<file path="src/rtl/pingpong_wr_ctrl.sv">
// Write-side controller for a two-bank ping-pong buffer: bank write strobes, full tracking, t3/t4.
// Optional saturating drop counter enabled by defining OVERRUN_CNT_EN.
module pingpong_wr_ctrl #(
   parameter int unsigned AW = 10,
   parameter int unsigned DW = 16
) (
   input  logic          clk,
   input  logic          rst_n,
   input  logic [1:0]    state,
   input  logic [AW-1:0] len,
   input  logic [DW-1:0] din,
   input  logic          din_valid,
   input  logic          rd_done,
   output logic          wr_en,
   output logic [AW:0]   wr_addr,
   output logic [DW-1:0] wr_data,
   output logic          wr_bank,
   output logic          rd_bank,
   output logic [1:0]    full,
   output logic          bank_done,
   output logic          bank_free
`ifdef OVERRUN_CNT_EN
   ,
   output logic [15:0]   overrun_cnt
`endif
);

   typedef enum logic [1:0] {
      StIdle  = 2'd0,
      StReady = 2'd1,
      StWork  = 2'd2,
      StWait  = 2'd3
   } buf_state_e;

   buf_state_e st;
   assign st = buf_state_e'(state);

   logic [AW-1:0] ptr_q, ptr_d;
   logic [AW-1:0] len_q, len_d;
   logic          wr_en_q, wr_en_d;
   logic [AW:0]   wr_addr_q, wr_addr_d;
   logic [DW-1:0] wr_data_q, wr_data_d;
   logic          wr_bank_q, wr_bank_d;
   logic          rd_bank_q, rd_bank_d;
   logic [1:0]    full_q, full_d;

   logic accept;
   logic last;
   logic rd_rel;

   assign accept = (st == StWork) & din_valid & ~full_q[wr_bank_q];
   assign last   = (ptr_q == len_q);
   // A release only counts when the reader's bank is actually full.
   assign rd_rel = rd_done & full_q[rd_bank_q];

   assign bank_done = accept & last;
   assign bank_free = ~full_q[~wr_bank_q] | (rd_rel & (rd_bank_q == ~wr_bank_q));

   always_comb begin
      ptr_d     = ptr_q;
      len_d     = len_q;
      wr_en_d   = 1'b0;
      wr_addr_d = wr_addr_q;
      wr_data_d = wr_data_q;
      wr_bank_d = wr_bank_q;
      rd_bank_d = rd_bank_q;
      full_d    = full_q;

      if ((st == StIdle) || (st == StReady)) begin
         len_d = len;
      end

      if (st == StIdle) begin
         ptr_d = '0;
      end else if (accept) begin
         wr_en_d   = 1'b1;
         wr_addr_d = {wr_bank_q, ptr_q};
         wr_data_d = din;
         if (last) begin
            ptr_d             = '0;
            full_d[wr_bank_q] = 1'b1;
            wr_bank_d         = ~wr_bank_q;
         end else begin
            ptr_d = ptr_q + 1'b1;
         end
      end

      // Never collides with the set above: accept requires the write bank to be empty.
      if (rd_rel) begin
         full_d[rd_bank_q] = 1'b0;
         rd_bank_d         = ~rd_bank_q;
      end
   end

   always_ff @(posedge clk or negedge rst_n) begin
      if (!rst_n) begin
         ptr_q     <= '0;
         len_q     <= '0;
         wr_en_q   <= 1'b0;
         wr_addr_q <= '0;
         wr_data_q <= '0;
         wr_bank_q <= 1'b0;
         rd_bank_q <= 1'b0;
         full_q    <= 2'b00;
      end else begin
         ptr_q     <= ptr_d;
         len_q     <= len_d;
         wr_en_q   <= wr_en_d;
         wr_addr_q <= wr_addr_d;
         wr_data_q <= wr_data_d;
         wr_bank_q <= wr_bank_d;
         rd_bank_q <= rd_bank_d;
         full_q    <= full_d;
      end
   end

   assign wr_en   = wr_en_q;
   assign wr_addr = wr_addr_q;
   assign wr_data = wr_data_q;
   assign wr_bank = wr_bank_q;
   assign rd_bank = rd_bank_q;
   assign full    = full_q;

`ifdef OVERRUN_CNT_EN
   logic [15:0] ovr_q, ovr_d;
   logic        drop;

   assign drop = din_valid & ((st == StWait) | ((st == StWork) & full_q[wr_bank_q]));

   always_comb begin
      ovr_d = ovr_q;
      if (drop && (ovr_q != 16'hFFFF)) begin
         ovr_d = ovr_q + 16'd1;
      end
   end

   always_ff @(posedge clk or negedge rst_n) begin
      if (!rst_n) begin
         ovr_q <= '0;
      end else begin
         ovr_q <= ovr_d;
      end
   end

   assign overrun_cnt = ovr_q;
`endif

endmodule

</file>
<file path="config.mk">
export PLATFORM = sky130hd
export DESIGN_NAME = pingpong_wr_ctrl
export DESIGN_NICKNAME = d
export VERILOG_FILES = /design/src/rtl/pingpong_wr_ctrl.sv
export SDC_FILE = /design/constraint.sdc
export NUM_CORES = 1
export LEC_CHECK = 0
export ABC_CLOCK_PERIOD_IN_PS = 2000
export BUFFER_PORTS_ARGS = -buffer_cell sky130_fd_sc_hd__clkbuf_2
export CORE_ASPECT_RATIO = 2
export CORE_MARGIN = 2
export CORE_UTILIZATION = 51
export DETAILED_ROUTE_END_ITERATION = 16
export PLACE_DENSITY = 0.81
export RECOVER_POWER = 25
export SKIP_CTS_REPAIR_TIMING = 1
export SLEW_MARGIN = 0
export SYNTH_ARGS = -nofsm -noshare
export SYNTH_HDL_FRONTEND = slang
export SYNTH_SLANG_ARGS = --single-unit
</file>
<file path="constraint.sdc">
create_clock -name clk -period 2 [get_ports clk]
set_input_delay 0.3 -clock clk [delete_from_list [all_inputs] [get_ports clk]]
set_output_delay 0.3 -clock clk [all_outputs]
set_load 0.02 [all_outputs]
</file>
==> results.tsv, run 1 <==
metric	value	unit
drc_errors	0	
synth_xor_area_frac	0.05215	
start_util	0.5311	
worst_ep_required_time	1.70	ns
num_rows	34	
cts_inserted_buffers	5	
yosys.area.top_type	dfrtp_1	
grt_pass1_wl	7672	um
startpoint	ptr_q[6]	
worst_setup_path_end_kind	output pin	
cts.clk_slew.worst_paths	0.09	ns
ys_types	38	
final_common_cell	nand2_1	
power_leakage	0.001571	uW
grt-ovfl-total	0	
cts_tree	done	
status	finished, violations left	
path_class	reg -> out	
slew_violations	0	
multi_input_area	939.7	um^2
stdcell_count	370	
grt_pass1_vias	1706	
synth_compound_area_frac	0.07419	
clkSinkCount	52	
start_kind	register	
cts-root-buf	clkbuf_8	
violations	negative setup slack	
avgSynthCellArea	9.861	um^2
worst_pin_slew	1.224	ns
synth_area_leaders	dfrtp_1 (56%), nand2_1 (14%), mux2_2 (4.8%)	
r2r-start	ptr_q[6]	
h-tree-depth	2	
synth_top_area_frac	0.5591	
routed_wl	4658	um
rsz0062_at_grt	yes	
worstSkewPairLatency	0.30	ns
grt_use_total	0.1977	
core_area	4382	um^2
hold_viol	0	
seq_area_frac_synth	0.5591	
arrival	1.70	ns
synth-simple-area-share	0.2183	
clock_skew	0.01023	ns
routedWlPerCell	12.59	um
gp_congestion	0.8287	
dr.pass1.iters	5	
cts_max_path_buffers	2	
hold_path.class	in -> reg	
synth-warning-count	0	
min_from	din[1]	
diodes	0	
drive_gt1_frac	0.3608	
synth_top_family_by_area	simple AND/OR/NAND/NOR gates	
drtIter0Drc	73	
synthCells	236	
grt_max_degree	53	
dp_hpwl	3354	um
dp_cells	353	
max_freq	499.8	MHz
die_x	51.77	um
num-nets-final	348	
power.total	2360	uW
portBuffers	65	
syn_to_final_growth	25.64	%
die_h	99.53	um
antenna_left	0	
ys_ff_latch	52	
setup_slack	-0.0006577	ns
regArea	1304	um^2
fillers	367	
synth_mux_area_frac	0.04839	
cap_violations	0	
num_vias	1902	
antenna_found_initial	0	
fin_crit_sh	1.000	
fin_util	0.6673	
via_per_inst	5.141	
io_pins	66	
crit_fanout	6	
peakVddDrop	0.0006462	V
relSlewSlack	0.1837	
dieArea	5152	um^2
netlist_area	2327	um^2
layout_common_cells	nand2_1 (89), clkbuf_2 (65), dfrtp_1 (50)	
synth_nets	269	
p_per_area	807.0	nW/um^2
yosys.area_share.adder	0.005376	
setup_viol	1	
period_needed	2.001	ns
==> kinds of logic (layout without fill, tap and decap cells) <==
logic type | count (synthesis) | count (layout)
flip-flops | 52 | 52
buffers and inverters | 18 | 98
multiplexers | 10 | 10
adder cells (fa/ha/maj) | 1 | 1
AO/OA/AOI/OAI | 23 | 23
XOR/XNOR | 13 | 13
AND/OR/NAND/NOR | 119 | 119
==> worst max-delay path, stage by stage (launching register included) <==
cell and delay, ns:
dfrtp_2 0.46, xor2_1 0.17, nor4_2 0.30, nand3_2 0.17, nor2_4 0.16, buf_6 0.13
==> power breakdown <==
part	switching (uW)	internal, uW	leakage (uW)
Clock	344	377	0.0000548
Combinational	258	170	0.000854
Sequential	62.2	1150	0.000662
==> metrics by stage <==
step,area [um^2],setup TNS (ns),setup WS [ns],hold slack (ns)
floorplan,2327,0,0.3125,0.004409
detailed placement,2723,0,0.1407,0.4459
global placement,2723,0,0.1770,0.4442
CTS,2838,-0.1478,-0.1478,0.1123
global route,2924,-0.08521,-0.05234,0.1770
finish,2924,-0.0006577,-0.0006577,0.1745
==> worst paths after layout <==
kind,to,slack (ns),cells after the start
min in group asynchronous,ptr_q[0],0.32,2
hold reg to reg,wr_addr[1],0.48,2
setup reg to reg,ptr_q[5],0.03,7
hold / removal,wr_data[1],0.17,3
max in group asynchronous,ptr_q[1],0.86,2
setup / recovery,bank_done,-0.0007,5
==> cell type report <==
cell class / instances / area share
sequential: 52 / 0.4459
clock inverter: 3 / 0.01583
timing repair buffer: 85 / 0.1639
tap: 54 / 0.02311
clock buffer: 5 / 0.02353
multi-input combinational: 166 / 0.3214
inverter: 5 / 0.006418
==> metal layers <==
metal / up-vias / wire (um) / GRT usage
li1: 933 / - / -
met3: 18 / 234 / 0.03153
met5: - / 0 / 0
met4: 0 / 157 / 0.1032
met1: 879 / 1797 / 0.2380
met2: 72 / 2470 / 0.3314
==> flip-flops by register name, indices dropped and copies added, names as in the netlist <==
register and count:
rd_bank 1, wr_en 1, wr_bank 1, wr_addr 11
ptr_q 10, wr_data 16, len_q 10, full 2
==> synth_stat cells <==
cell type / number
a21o_1: 1
nor4_1: 1
a31oi_1: 1
or3_1: 1
o41ai_1: 1
nand3_1: 10
inv_1: 5
nor2_2: 1
o221a_2: 1
a221o_1: 2
ha_1: 1
o21a_1: 1
a211o_1: 1
buf_1: 1
o21ai_1: 1
nor4_4: 1
buf_6: 3
and3_1: 2
clkbuf_1: 2
mux2_2: 10
nor4_2: 1
a22o_1: 1
o32ai_1: 1
nand3b_1: 1
a22o_2: 1
nand2_1: 89
o21ai_0: 4
nor3_1: 1
xor2_1: 11
xnor2_1: 1
xor2_2: 1
nor2_1: 9
a31oi_2: 1
dfrtp_1: 52
a21oi_1: 4
o311ai_1: 2
nor2b_1: 2
buf_2: 7
Note: power is estimated with default switching activity, not from simulation.
==> inputs of run 2 (changes only) <==
REMOVE_ABC_BUFFERS = 1   (was not set)
==> results.tsv, run 2 (synthesis results as in run 1) <==
metric	value	unit
worst_ep_required_time	1.70	ns
rsz0062_at_grt	yes	
start_util	0.5311	
h-tree-depth	2	
arrival	1.75	ns
grt_pass1_wl	8424	um
cts_inserted_buffers	5	
hold_path.class	in -> reg	
final_common_cell	nand2_1	
via_per_inst	5.283	
grt_pass1_vias	1830	
drive_gt1_frac	0.3567	
worst_setup_path_end_kind	output pin	
setup_viol	1	
die_h	99.53	um
grt-ovfl-total	0	
dieArea	5152	um^2
status	finished, violations left	
clock_skew	0.01069	ns
num-nets-final	346	
io_pins	66	
peakVddDrop	0.0007373	V
cts_max_path_buffers	2	
routed_wl	5213	um
max_freq	487.0	MHz
hold_viol	0	
violations	negative setup slack	
dp_hpwl	3820	um
antenna_left	0	
antenna_found_initial	0	
drc_errors	0	
period_needed	2.053	ns
num_vias	1944	
path_class	reg -> out	
cap_violations	0	
largest_reg_flops	16	
crit_path_cell_trace	xor2_2, nor4_4, nand3_2, nor2_4, buf_6	
routedWlPerCell	14.17	um
cts_tree	done	
cts-root-buf	clkbuf_8	
drtIter0Drc	56	
p_per_area	819.9	nW/um^2
cpMaxStageDelayCell	dfrtp_2	
slew_violations	0	
core_area	4382	um^2
die_x	51.77	um
syn_to_final_growth	25.54	%
dr.pass1.iters	5	
grt_use_total	0.2207	
portBuffers	65	
diodes	0	
start_kind	register	
power_leakage	0.001565	uW
gp_congestion	0.8536	
cp_slowest_stage_delay	0.46	ns
worst_pin_slew	1.206	ns
whs	0.1758	ns
crit_fanout	4	
num_rows	34	
cts.clk_slew.worst_paths	0.09	ns
clkSinkCount	52	
setup_slack	-0.05325	ns
relSlewSlack	0.1960	
worstSkewPairLatency	0.31	ns
grt_max_degree	31	
layout_common_cells	nand2_1 (89), clkbuf_2 (64), dfrtp_1 (50)	
tns	-0.05325	ns
fin_crit_sh	1.027	
[run 2: changes by cell type in the layout (fill, tap and decap cells not counted)]
cell        before  now
clkinv_4         0    1
clkinvlp_4       1    0
xor2_1          11   10
xor2_2           1    2
clkbuf_2        65   64
inv_6            1    0
clkbuf_1         0    1
buf_4           19   17
clkbuf_8         5    6
[run 2: metrics by stage]
stage	utilization	power, uW	worst slack, ns	cell area [um^2]	std cells
floorplan	-	1469	-0.4088	2247	223
global placement	0.6259	1639	0.1236	2743	354
detailed placement	0.6259	1661	0.07887	2743	354
CTS	0.6536	2408	-0.3584	2864	362
global route	0.6668	2506	-0.1487	2922	368
finish	0.6668	2396	-0.05325	2922	368
[run 2: where the power goes]
group / internal [uW] / total [uW] / switching (uW)
logic: 170 / 435 / 265
clock network: 409 / 745 / 336
registers: 1150 / 1220 / 66.6
[run 2: area by class of cell]
| class | instances | area [um^2] |
|---|---|---|
| Clock buffer | 6 | 82.58 |
| Tap cell | 54 | 67.56 |
| Multi-Input combinational cell | 166 | 947.2 |
| Sequential cell | 52 | 1304 |
| Clock inverter | 2 | 38.79 |
| Fill cell | 368 | 1460 |
| Inverter | 5 | 18.77 |
| Timing Repair Buffer | 83 | 462.9 |
[run 2: routing by layer]
layer  routed length [um]  vias up  global-route usage
met2                 2811       70              0.3669
met3                  233       16             0.04204
li1                     -      928                   -
met5                    0        -                   0
met4                  257        0              0.1457
met1                 1910      930              0.2485
[run 2: final timing paths]
check                                start         end  slack, ns  cells past startpoint
min in group asynchronous            rst_n  wr_data[6]       0.21                      1
max in group asynchronous            rst_n    ptr_q[6]       0.40                      2
worst min register to register  wr_data[5]  wr_data[5]       0.48                      2
worst min-delay path                din[7]  wr_data[7]       0.18                      3
worst max register to register    ptr_q[1]    ptr_q[5]       0.15                      6
worst max-delay path              ptr_q[1]   bank_done      -0.05                      5
[run 2: critical path: cells and delay by family, from the launching register on]
family	cells	cell delay, ns
flip-flops	1	0.46
AND/OR/NAND/NOR	3	0.68
buffers and inverters	1	0.14
XOR/XNOR	1	0.17
==> inputs of run 3 (changes only) <==
CORE_ASPECT_RATIO = 0.9   (was 2)
==> results.tsv, run 3 (synthesis results as in run 1) <==
metric	value	unit
multi_input_area	944.7	um^2
antenna_found_initial	0	
core_area	4432	um^2
num_rows	23	
fin_crit_sh	1.028	
r2r-start	len_q[2]	
die_h	68.09	um
power_leakage	0.001564	uW
design_area	2935	um^2
grt-ovfl-total	0	
layout_common_cells	nand2_1 (89), clkbuf_2 (61), dfrtp_1 (51)	
worstSkewPairLatency	0.31	ns
placed_cell_area	2755	um^2
worst_setup_path_end_kind	output pin	
dieArea	5120	um^2
cts_max_path_buffers	2	
whs	0.1713	ns
fillers	375	
cap_violations	0	
cts-root-buf	clkbuf_8	
grt_pass1_wl	7527	um
setup_slack	-0.05600	ns
worstHoldEndpoint	wr_data[10]	
status	finished, violations left	
grt_max_degree	27	
num_vias	1884	
io_pins	66	
cts.clk_slew.worst_paths	0.09	ns
routed_wl	4885	um
start_kind	register	
die_x	75.21	um
cts_inserted_buffers	5	
num-nets-final	349	
r2r_slack	0.04	ns
syn_to_final_growth	26.13	%
dr.pass1.iters	4	
slew_violations	0	
hold_path.class	in -> reg	
min_from	din[10]	
relSlewSlack	0.2126	
drive_gt1_frac	0.3407	
h-tree-depth	2	
grt_pass1_vias	1652	
rsz0062_at_grt	yes	
power.total	2354	uW
rr_worst_depth	7	
clkSinkCount	52	
grt_use_total	0.1984	
final_common_cell	nand2_1	
worst_pin_slew	1.181	ns
crit_fanout	5	
regArea	1303	um^2
period_needed	2.056	ns
arrival	1.76	ns
diodes	0	
setup_viol	1	
via_per_inst	4.971	
dp_hpwl	3556	um
tns	-0.05600	ns
drtIter0Drc	58	
cts_tree	done	
routedWlPerCell	12.89	um
gp_congestion	0.8375	
antenna_left	0	
stdcell_count	379	
violations	negative setup slack	
max_freq	486.4	MHz
peakVddDrop	0.0005822	V
drc_errors	0	
clock_skew	0.006421	ns
hold_viol	0	
min_delay_path_depth	3	
start_util	0.5251	
largest_reg_flops	16	
dp_cells	364	
path_class	reg -> out	
portBuffers	65	
r2r_end	ptr_q[5]	
worst_ep_required_time	1.70	ns
p_per_area	801.9	nW/um^2
## run 3: layout make-up
type | instances | area share
sequential | 52 | 0.4437
multi-input combinational | 166 | 0.3218
timing repair buffer | 86 | 0.1650
tap | 62 | 0.02643
clock buffer | 6 | 0.02472
clock inverter | 2 | 0.01194
inverter | 5 | 0.006394
## run 3: stage by stage
stage,setup slack (ns),util
5_1_grt,-0.1415,0.6623
3_5_place_dp,0.1438,0.6217
4_1_cts,-0.1980,0.6460
2_1_floorplan,-0.4088,-
6_report,-0.05600,0.6623
3_3_place_gp,0.2090,0.6217
## run 3: worst max path at each step
stage,startpoint,to,slack (ns),cells past startpoint
after floorplan,wr_bank,ptr_q[5],-0.41,5
final,ptr_q[1],bank_done,-0.06,5
after detailed placement,ptr_q[9],bank_done,0.14,5
after CTS,ptr_q[9],bank_done,-0.20,5
after global routing,ptr_q[1],bank_done,-0.14,5
after global placement,ptr_q[9],bank_done,0.21,5
## run 3: critical path, cell delays in order, from the launching register on
cell and delay, ns:
dfrtp_2 0.47, xor2_2 0.17, nor4_4 0.34, nand3_2 0.16
nor2_4 0.17, buf_6 0.13
## run 3: routing by layer
layer	up-vias	wire length, um	part of all wire	track usage
met3	9	217	0.044	0.04271
met4	0	78	0.016	0.07895
li1	927	-	-	-
met2	52	2337	0.48	0.3004
met1	896	2252	0.46	0.2793
met5	-	0	0	0
## run 3: power by group
group          total [uW]  switching [uW]  internal [uW]
registers            1210            63.8           1150
logic                 431             262            170
clock network         709             338            372
total                2350             663           1690
